**config.mk**
```make
export PLATFORM = sky130hd
export DESIGN_NAME = mac_result_serializer
export DESIGN_NICKNAME = d
export VERILOG_FILES = /design/src/rtl/mac_result_serializer.sv
export SDC_FILE = /design/constraint.sdc
export NUM_CORES = 1
export LEC_CHECK = 0
export ABC_AREA = 1
export CORE_AREA = 8 8 158 160
export CTS_BUF_LIST = sky130_fd_sc_hd__clkbuf_8 sky130_fd_sc_hd__clkbuf_16
export CTS_CLUSTER_DIAMETER = 120
export DETAILED_ROUTE_END_ITERATION = 8
export DIE_AREA = 0 0 166 168
export PLACE_DENSITY_LB_ADDON = 0.25
export SLEW_MARGIN = 20
export SYNTH_ARGS = -nofsm -noshare
export SYNTH_HDL_FRONTEND = slang
export SYNTH_SLANG_ARGS = --single-unit
```
**constraint.sdc**
```tcl
create_clock -name clk -period 3 [get_ports clk]
set_input_delay 0.3 -clock clk [delete_from_list [all_inputs] [get_ports clk]]
set_output_delay 0.3 -clock clk [all_outputs]
set_load 0.05 [all_outputs]
```
**src/rtl/mac_result_serializer.sv**
```systemverilog
// -----------------------------------------------------------------------------
// mac_result_serializer
//
// Captures snapshots of NUM_CH signed MAC results into a DEPTH-entry FIFO and
// streams them out one channel at a time on a valid/ready interface. Output
// transfers are paced by a programmable minimum gap. A load that arrives
// while the FIFO is full is dropped and recorded in a sticky overflow flag.
//
// Ports:
//   clk         clock
//   reset       asynchronous, active-high reset
//   clear       synchronous flush of FIFO, pointers, channel, gap and overflow
//   load        capture request for prod_in
//   prod_in     NUM_CH packed signed results, channel k at [k*DATA_W +: DATA_W]
//   load_ready  FIFO not full (from registered count only)
//   gap         minimum cycles between output transfers (0 and 1: back-to-back)
//   out_data    signed result of the current channel of the head snapshot
//   out_ch      channel index of out_data
//   out_last    out_data is the last channel of its snapshot
//   out_valid   out_data valid
//   out_ready   consumer accepts out_data
//   fifo_count  number of snapshots held
//   overflow    sticky: a load was dropped
// -----------------------------------------------------------------------------
module mac_result_serializer #(
    parameter int DATA_W = 19,
    parameter int NUM_CH = 2,
    parameter int DEPTH  = 4,
    parameter int GAP_W  = 4,
    localparam int CH_W  = (NUM_CH > 1) ? $clog2(NUM_CH) : 1,
    localparam int PTR_W = $clog2(DEPTH),
    localparam int CNT_W = $clog2(DEPTH + 1)
) (
    input  logic                     clk,
    input  logic                     reset,
    input  logic                     clear,
    input  logic                     load,
    input  logic [NUM_CH*DATA_W-1:0] prod_in,
    output logic                     load_ready,
    input  logic [GAP_W-1:0]         gap,
    output logic [DATA_W-1:0]        out_data,
    output logic [CH_W-1:0]          out_ch,
    output logic                     out_last,
    output logic                     out_valid,
    input  logic                     out_ready,
    output logic [CNT_W-1:0]         fifo_count,
    output logic                     overflow
);

    // Snapshot storage. Kept in flops with a combinational head read so a
    // snapshot written in one cycle is presentable at the output the next.
    logic [NUM_CH*DATA_W-1:0] mem [DEPTH];

    logic [PTR_W-1:0] wr_ptr_reg, wr_ptr_next;
    logic [PTR_W-1:0] rd_ptr_reg, rd_ptr_next;
    logic [CNT_W-1:0] count_reg, count_next;
    logic [CH_W-1:0]  ch_reg, ch_next;
    logic [GAP_W-1:0] gap_cnt_reg, gap_cnt_next;
    logic             overflow_reg, overflow_next;

    logic push;
    logic drop;
    logic xfer;
    logic pop;

    // Full/empty come from the count, never from pointer comparison, since
    // the pointers are equal both when empty and when full.
    assign load_ready = (count_reg != CNT_W'(DEPTH));
    assign out_valid  = (count_reg != '0) && (gap_cnt_reg == '0);
    assign fifo_count = count_reg;
    assign overflow   = overflow_reg;
    assign out_ch     = ch_reg;

    // clear outranks everything, including a coincident load or transfer.
    assign push = load && load_ready && !clear;
    assign drop = load && !load_ready && !clear;
    assign xfer = out_valid && out_ready && !clear;
    assign pop  = xfer && out_last;

    // Split the head snapshot into per-channel slices.
    logic [DATA_W-1:0] head_ch [NUM_CH];

    generate
        for (genvar gi = 0; gi < NUM_CH; gi++) begin : g_head_slice
            assign head_ch[gi] = mem[rd_ptr_reg][gi*DATA_W +: DATA_W];
        end

        if (NUM_CH == 1) begin : g_single_ch
            assign out_data = head_ch[0];
            assign out_last = 1'b1;
        end else begin : g_multi_ch
            assign out_data = head_ch[ch_reg];
            assign out_last = (ch_reg == CH_W'(NUM_CH - 1));
        end
    endgenerate

    // Data storage carries no reset; contents are only observed while the
    // count says the entry is live.
    always_ff @(posedge clk) begin
        if (push) begin
            mem[wr_ptr_reg] <= prod_in;
        end
    end

    always_comb begin
        wr_ptr_next   = wr_ptr_reg;
        rd_ptr_next   = rd_ptr_reg;
        count_next    = count_reg;
        ch_next       = ch_reg;
        gap_cnt_next  = gap_cnt_reg;
        overflow_next = overflow_reg;

        if (clear) begin
            wr_ptr_next   = '0;
            rd_ptr_next   = '0;
            count_next    = '0;
            ch_next       = '0;
            gap_cnt_next  = '0;
            overflow_next = 1'b0;
        end else begin
            // DEPTH is a power of two, so natural pointer overflow wraps.
            if (push) begin
                wr_ptr_next = wr_ptr_reg + PTR_W'(1);
            end
            if (pop) begin
                rd_ptr_next = rd_ptr_reg + PTR_W'(1);
            end

            case ({push, pop})
                2'b10:   count_next = count_reg + CNT_W'(1);
                2'b01:   count_next = count_reg - CNT_W'(1);
                default: count_next = count_reg;
            endcase

            if (drop) begin
                overflow_next = 1'b1;
            end

            // gap is sampled only on a transfer; the counter then runs down
            // regardless of out_ready. Loading gap-1 leaves gap-1 idle cycles.
            if (xfer) begin
                gap_cnt_next = (gap == '0) ? '0 : gap - GAP_W'(1);
            end else if (gap_cnt_reg != '0) begin
                gap_cnt_next = gap_cnt_reg - GAP_W'(1);
            end

            if (xfer) begin
                ch_next = out_last ? '0 : ch_reg + CH_W'(1);
            end
        end
    end

    always_ff @(posedge clk or posedge reset) begin
        if (reset) begin
            wr_ptr_reg   <= '0;
            rd_ptr_reg   <= '0;
            count_reg    <= '0;
            ch_reg       <= '0;
            gap_cnt_reg  <= '0;
            overflow_reg <= 1'b0;
        end else begin
            wr_ptr_reg   <= wr_ptr_next;
            rd_ptr_reg   <= rd_ptr_next;
            count_reg    <= count_next;
            ch_reg       <= ch_next;
            gap_cnt_reg  <= gap_cnt_next;
            overflow_reg <= overflow_next;
        end
    end

endmodule

```
==> results.toml, run 1 <==
[status]
outcome = "complete, no violations"

[timing]
min_period_ns = 2.59
period_share_pct = 86.5
hold_slack_ns = 0.238
setup_viol = 0
tightest_slew_ns = 0.940
slew_headroom_pct = 37.3
rsz0062_at_grt = "false"
fin_worst_skew_ns = 0.00862
slew_violations = 0
fmax_ghz = 0.385
setup_ws_ns = 0.406
finalHoldViolCount = 0

[cts]
htreeDepth = 4
clock_latency_ns = 0.41
cts-root-buf = "clkbuf_16"
cts_buffers = 17
tritoncts = "done"
ctsHoldBuffers = 0
cts_resized = 0
cts_setup_buffers = 0
clock_path_buffers = 2
cts_sinks = 165
path_clk_slew_ns = 0.06

[setup_path]
required_ns = 2.70
cp_cell_sequence = "inv_1 > ha_1 > nand2_2 > nor2_4 > inv_1 > a21oi_1 > clkdlybuf4s50_1"
cp_num_buf_inv = 3
path_max_fanout = 4
cp-start-kind = "flip-flop"
max_stage_delay_ns = 0.82
cp.depth = 7
r2r_cells = 14
cp_top_family = "buffers and inverters"
r2r-end = "fifo_count[2]"
r2r_start = "gap_cnt_reg[0]"
critPathLaunch = "gap_cnt_reg[0]"
crit_path_end_kind = "primary output"
r2r_slack_ns = 0.91
cpMostUsedCell = "inv_1"
cp.arrival_ns = 2.29
slowest_stage = "clkdlybuf4s50_1"
critPathCapture = "out_valid"
path_class = "reg2out"

[synthesis]
synth.avg_cell_area_um2 = 12.6
synth.most_common_cell = "edfxtp_1"
synth_top_cell_by_area = "edfxtp_1"
yosysSeqAreaShare_pct = 71.4
syn_area_um2 = 6850
syn-instance-count = 542
synth_common_cells = "edfxtp_1, nor2_1, nand2_1"
synth_top_area_share_pct = 66.6
synth_edf_count = 152
synth_ff_type = "edfxtp_1"
mappedNetlistNets = 597
synth_cell_type_count = 33
synth_area_leaders = "edfxtp_1, nor2_1, o32ai_1, dfrtp_1, nand2_1"
synth-seq-cells = 165
async_flop_share_pct = 7.88
ys_warn_count = 0

[power_and_ir_drop]
irDropWorstVdd_mv = 0.339
p_leak_nw = 3.11
p_per_area_nw_per_um2 = 696

[route]
antenna_left = 0
drc = 0
drt-wirelength-per-cell_um = 16.9
first_pass_iters = 4
vias = 4330
routed_wl_um = 15500
drt_iter0_markers = 280
viasPerCell = 4.73

[cells_and_area]
largest_reg_flops = 152
drive_gt1_share_pct = 14.1
area_growth_pct = 27.8
nNetsFinal = 671

[placement]
place_congestion = 0.748
place_ws_ns = 0.686
dp_hpwl_um = 9520
io_buffers = 73

[die]
coreArea_um2 = 22400
die_area_um2 = 27900
io_pins = 74
die-width_um = 166
row_count = 55
die_y_um = 168
initial_core_util_pct = 30.6

[grt]
grt_pass1_wl_um = 24400
grt_overflow = 0
grt_max_degree = 45
grtUsageTotal_pct = 11.3
grt_pass1_vias = 4415
antenna_found_initial = 2

[job]
cap_violations = 0

[hold_path]
hp-class = "in2async"
worst min-delay path by stage:
stage / startpoint / to / slack [ns] / cells past startpoint
4_1_cts: reset / gap_cnt_reg[3] / 0.24 / 2
3_5_place_dp: overflow / overflow / 0.52 / 2
6_report: reset / fifo_count[1] / 0.24 / 2
2_1_floorplan: reset / fifo_count[0] / 0.18 / 1
3_3_place_gp: overflow / overflow / 0.51 / 2
5_1_grt: reset / gap_cnt_reg[3] / 0.27 / 2
per-stage QoR:
stage,area [µm²],util [%],cells,TNS [ns],total power [mW]
global placement,8150,36.4,882,0,3.96
finish,8750,39.1,915,0,6.09
CTS,8750,39.1,914,0,6.17
detailed placement,8150,36.4,882,0,3.97
floorplan,6850,-,542,-85.56,3.41
global route,8750,39.1,915,0,6.34
layout make-up:
type	count	area (µm²)
fillers	2070	13600
flip-flops and latches	165	4890
multi-input cells	324	1750
repair buffers	86	1070
clock buffers	17	425
well taps	285	357
clock inverters	15	179
inverters	22	82.6
diodes	1	2.50
where the power goes:
part / internal, mW / total [mW] / switching, mW / leakage (nW)
Combinational: 0.478 / 1.22 / 0.743 / 1.26
Sequential: 2.64 / 2.68 / 0.0481 / 1.55
Clock: 1.32 / 2.19 / 0.870 / 0.293
Total: 4.43 / 6.09 / 1.66 / 3.11
worst reg2reg max path, cell delays in order, from the launching register on:
cell and delay (ns):
dfrtp_1 0.36, inv_1 0.10, ha_1 0.21, nand2_2 0.08, nor2_4 0.12, nand3_4 0.11, nor2_8 0.17, nand3_4 0.12
inv_1 0.10, fa_1 0.18, xnor2_1 0.14, nand4_1 0.12, nand2_1 0.10, nand3_2 0.06, nand2_1 0.06
kinds of logic after synthesis:
group                      count (synthesis)  synth area share, %
buffers and inverters                     53                 3.58
AOI/OAI and AO/OA                         90                 8.78
and+or+nand+nor                          220                 13.9
adders and majority gates                  8                 1.57
xor gates and xnor gates                   6                0.767
DFF                                      165                 71.4
per-layer routing:
layer  track usage [%]  share of wire (%)
met3              2.95                4.8
met5                 0              0.084
met1              13.0                 43
met2              19.8                 50
met4              5.06                1.7
cell usage in the layout, fill, tap and decap left out, types with 3 or more instances in the layout:
cell type        Yosys  final
edfxtp_1           152    152
nor2_1             123    119
nand2_1             69     69
clkdlybuf4s50_1      0     54
o21ai_0             43     43
o32ai_1             38     38
buf_12               0     23
inv_1               19     19
clkbuf_16            0     17
dfrtp_1             13     11
nand3_1              9      9
buf_4                4      9
ha_1                 7      7
nor2_4               1      5
xnor2_1              5      5
nand3_2              4      4
a21oi_1              4      4
inv_2                3      3
nand2_2              3      3
nand2_4              3      3
bufinv_16            0      3
inv_6                0      3
clkinv_2             0      3
(Power assumes the default switching activity.)
==> inputs of run 2 (changes only) <==
--- a/config.mk
+++ b/config.mk
@@ -12,6 +12,7 @@
 export DETAILED_ROUTE_END_ITERATION = 8
 export DIE_AREA = 0 0 166 168
 export PLACE_DENSITY_LB_ADDON = 0.25
+export SETUP_SLACK_MARGIN = 0.4
 export SLEW_MARGIN = 20
 export SYNTH_ARGS = -nofsm -noshare
 export SYNTH_HDL_FRONTEND = slang
==> run 2 against run 1 <==
Against the previous run: cell count is 0.11% higher; power fell by 1.8%; setup slack improved by 0.20 ns; largest cell class unchanged; critical path depth unchanged; highest routed layer unchanged; die area stayed put; global-route usage increased by 0.18 points; sequential share of layout area shrank 0.091 points; first-iteration DRC count up 7.5%.
==> results.toml, run 2 (synthesis gave the netlist of run 1 again) <==
[timing]
slew_headroom_pct = 35.6
slew_violations = 0
finalHoldViolCount = 0
finalSetupTns_ns = 0
fmax_ghz = 0.418
setup_viol = 0
tightest_slew_ns = 0.965
period_share_pct = 79.8
fin_worst_skew_ns = 0.00845
rsz0062_at_grt = "true"
setup_ws_ns = 0.607
min_period_ns = 2.39

[die]
die_area_um2 = 27900
coreArea_um2 = 22400
io_pins = 74
die_y_um = 168
row_count = 55
initial_core_util_pct = 30.6
die-width_um = 166

[cts]
cts-root-buf = "clkbuf_16"
htreeDepth = 4
clock_path_buffers = 2
cts_sinks = 165
clock_latency_ns = 0.43
ctsHoldBuffers = 0
path_clk_slew_ns = 0.07
cts_buffers = 17
tritoncts = "done"

[route]
drt-wirelength-per-cell_um = 17.4
drt_iter0_markers = 301
wl_met2_um = 7700
wl_met1_um = 7150
antenna_left = 0
viasPerCell = 4.79
vias = 4391
top_layer = "met5"
drc = 0
routed_wl_um = 15900
first_pass_iters = 6
dr_wl_met3_um = 777

[cells_and_area]
final_common_cell = "edfxtp_1"
drive_gt1_share_pct = 14.6
largest_reg_flops = 152
fin_util_pct = 39.2
diodes = 0
area_growth_pct = 28.0
nNetsFinal = 673
final_cell_mix = "edfxtp_1, nor2_1, nand2_1, clkdlybuf4s50_1, o21ai_0"

[setup_path]
required_ns = 2.70
crit_path_end_kind = "primary output"
path_class = "reg2out"
cp.arrival_ns = 2.09
r2r_start = "gap_cnt_reg[0]"
path_max_fanout = 50
cp-start-kind = "flip-flop"
cpMostUsedCell = "nand2_1"
critPathLaunch = "rd_ptr_reg[0]"
max_stage_delay_ns = 0.43
cp_cell_sequence = "inv_2 > clkbuf_8 > nor2_1 > o32ai_1 > nand2_1 > nand2_1 > buf_12"
slowest_stage = "dfrtp_2"

[power_and_ir_drop]
p_total_mw = 5.98
p_leak_nw = 3.12
irDropWorstVdd_mv = 0.383
p_per_area_nw_per_um2 = 682

[grt]
grt_overflow = 0
grt_pass1_vias = 4502
grt_pass1_wl_um = 24800
grtUsageTotal_pct = 11.5
grt_max_degree = 51
antenna_found_initial = 1

[placement]
place_ws_ns = 0.685
io_buffers = 73
dp_hpwl_um = 9440
place_congestion = 0.727

[status]
outcome = "complete, no violations"

[job]
cap_violations = 0

[hold_path]
hp-class = "in2async"
-- run 2: stage by stage --
step	cells	hold slack, ns	instance area, µm²
global route	916	0.245	8770
detailed placement	883	0.509	8160
floorplan	542	0.177	6870
global placement	883	0.511	8160
finish	916	0.200	8770
CTS	915	0.217	8740
-- run 2: power breakdown --
| part | total [mW] | switching, mW | internal (mW) | leakage, nW |
|---|---|---|---|---|
| combinational | 1.23 | 0.749 | 0.476 | 1.29 |
| sequential | 2.68 | 0.0457 | 2.63 | 1.55 |
| clock | 2.08 | 0.968 | 1.11 | 0.286 |
-- run 2: cell type report --
type	instances	area (µm²)
Clock buffer	17	425
Clock inverter	15	159
Sequential cell	165	4890
Fill cell	2041	13600
Timing Repair Buffer	88	1100
Tap cell	285	357
Multi-Input combinational cell	324	1750
Inverter	22	82.6
-- run 2: timing repair --
item / CTS / global route
setup endpoints to repair: 14 / 9
gates resized for setup: 2 / 3
pin swaps: 0 / 0
setup buffers: 0 / 1
-- run 2: metal layers --
| layer | vias to the layer above | track usage (%) |
|---|---|---|
| met5 | - | 0 |
| met4 | 2 | 4.19 |
| met3 | 23 | 3.88 |
| met2 | 88 | 19.8 |
| met1 | 2182 | 13.2 |
| li1 | 2096 | - |
-- run 2: path summary, 6_finish.rpt --
path,to,slack [ns],cells past startpoint
max,out_data[5],0.61,7
min,overflow,0.20,2
max reg2reg,fifo_count[2],0.89,14
min reg2reg,overflow,0.51,2
max in group asynchronous,rd_ptr_reg[1],2.41,2
min in group clk,mem[0][29],0.49,1
-- run 2: worst max-delay path, delay by kind of cell (launching register included) --
| kind | cells | cell delay, ns |
|---|---|---|
| DFF | 1 | 0.43 |
| AOI/OAI and AO/OA | 1 | 0.31 |
| buffers and inverters | 3 | 0.56 |
| and+or+nand+nor | 3 | 0.34 |
==> inputs of run 3 (changes only) <==
==> constraint.sdc (replaced) <==
create_clock -name clk -period 2.14 [get_ports clk]
set_input_delay 0.214 -clock clk [delete_from_list [all_inputs] [get_ports clk]]
set_output_delay 0.214 -clock clk [all_outputs]
set_load 0.05 [all_outputs]
==> run 3 against run 2 <==
Against the previous run: wire length is 11% higher; highest routed layer unchanged; die area unchanged; flip-flop and latch count unchanged; largest cell class unchanged.
==> results.toml, run 3 (synthesis gave the netlist of run 1 again) <==
[status]
outcome = "complete, no violations"

[cells_and_area]
fin_util_pct = 43.9
design_area_um2 = 9830
finalNonFillerCells = 962
nNetsFinal = 719
area_growth_pct = 43.4
drive_gt1_share_pct = 32.1
final_common_cell = "edfxtp_1"
final_cell_mix = "edfxtp_1, nor2_1, nand2_1, clkdlybuf4s50_1, buf_12"
largest_reg_flops = 152
fill_cells = 1929
diodes = 0

[placement]
dp_hpwl_um = 10000
dp_cells = 894
place_ws_ns = 0.148
place_area_um2 = 8350
place_congestion = 0.768
io_buffers = 73

[cts]
htreeDepth = 4
cts_buffers = 17
clock_path_buffers = 2
cts-root-buf = "clkbuf_16"
clock_latency_ns = 0.42
ctsHoldBuffers = 0
cts_sinks = 165
path_clk_slew_ns = 0.07
tritoncts = "done"

[power_and_ir_drop]
power.internal_mw = 6.33
p_total_mw = 8.92
p_sw_mw = 2.59
p_per_area_nw_per_um2 = 907
irDropWorstVdd_mv = 0.496
p_leak_nw = 3.55
netSwitchingFraction_pct = 29.0
power_frac_comb_pct = 24.7
power_frac_clock_pct = 32.9
seq_power_share_pct = 42.4

[setup_path]
required_ns = 1.93
path_class = "reg2out"
slowest_stage = "dfrtp_2"
cpMostUsedCell = "buf_12"
crit_path_end_kind = "primary output"
max_stage_delay_ns = 0.41
cp-start-kind = "flip-flop"
cp_num_buf_inv = 5
cp_cell_sequence = "buf_12 > clkinv_8 > buf_12 > buf_16 > nor2_4 > o32ai_2 > nand2_1 > nand2_2 > buf_12"
path_max_fanout = 13
cp.arrival_ns = 1.91
cp_top_family = "buffers and inverters"

[route]
drc = 0
routed_wl_um = 17700
drt_iter0_markers = 251
drt-wirelength-per-cell_um = 18.4
first_pass_iters = 4
viasPerCell = 4.76
vias = 4579
antenna_left = 0

[timing]
min_period_ns = 2.12
fmax_ghz = 0.471
slew_headroom_pct = 63.9
period_share_pct = 99.1
fin_worst_skew_ns = 0.00915
finalHoldViolCount = 0
slew_violations = 0
setup_viol = 0
rsz0062_at_grt = "true"
setup_ws_ns = 0.0184
tightest_slew_ns = 0.541

[die]
initial_core_util_pct = 30.6
io_pins = 74
coreArea_um2 = 22400
die_y_um = 168
die_area_um2 = 27900
die-width_um = 166
row_count = 55

[grt]
grt_pass1_wl_um = 27200
antenna_found_initial = 2
grtUsageTotal_pct = 12.6
grt_overflow = 0
grt_pass1_vias = 4763
grt_max_degree = 49

[hold_path]
hp-class = "in2async"

[job]
cap_violations = 0
run 3: changes by cell type in the layout (fill, tap and decap cells not counted), sizes merged:
cell	delta
clkbuf	+2
bufinv	+1
buf	+47
clkdlybuf4s50	-7
dlygate4sd2	+3
inv	+2
clkinv	-2
run 3: worst paths after layout:
path | from | to | slack [ns] | cells after the start
hold / removal | reset | overflow | 0.13 | 2
setup / recovery | rd_ptr_reg[0] | out_data[18] | 0.02 | 9
hold reg to reg | overflow | overflow | 0.52 | 2
max in group asynchronous | reset | rd_ptr_reg[0] | 1.62 | 2
setup reg to reg | fifo_count[1] | fifo_count[2] | 0.31 | 13
min in group clk | clear | overflow | 0.39 | 2
run 3: timing repair:
item / in CTS / in global routing
resized for setup: 75 / 52
endpoints found under the hold margin: 0 / 0
endpoints found under the setup margin: 28 / 50
gates cloned: 6 / 3
buffers inserted: 14 / 13
pin swaps: 30 / 32
run 3: power groups by stage:
stage	combinational [mW]	sequential, mW	clock [mW]
final	2.20	3.78	2.93
after global routing	2.34	3.79	3.10
after CTS	2.02	3.78	2.98
after detailed placement	1.80	3.85	0
after global placement	1.78	3.84	0
after floorplan	0.921	3.88	0
run 3: per-layer routing:
metal | routed length [µm] | vias up | track usage (%)
li1 | - | 2188 | -
met1 | 7460 | 2256 | 14.5
met2 | 8980 | 107 | 22.1
met3 | 1000 | 24 | 3.77
met4 | 256 | 4 | 4.11
met5 | 18 | - | 0
run 3: cell type report:
class,instances,area (µm²),area share [%]
Timing Repair inverter,1,3.75,0.0382
Inverter,22,97.6,0.993
Tap cell,285,357,3.63
Multi-Input combinational cell,324,2150,21.9
Sequential cell,165,4900,49.8
Clock inverter,15,146,1.49
Clock buffer,17,425,4.33
Timing Repair Buffer,133,1750,17.8
run 3: stage by stage:
step | TNS [ns] | hold slack [ns]
4_1_cts | -0.204 | 0.153
2_1_floorplan | 0 | 0.0908
5_1_grt | -0.681 | 0.184
6_report | 0 | 0.134
3_3_place_gp | 0 | 0.508
3_5_place_dp | 0 | 0.520
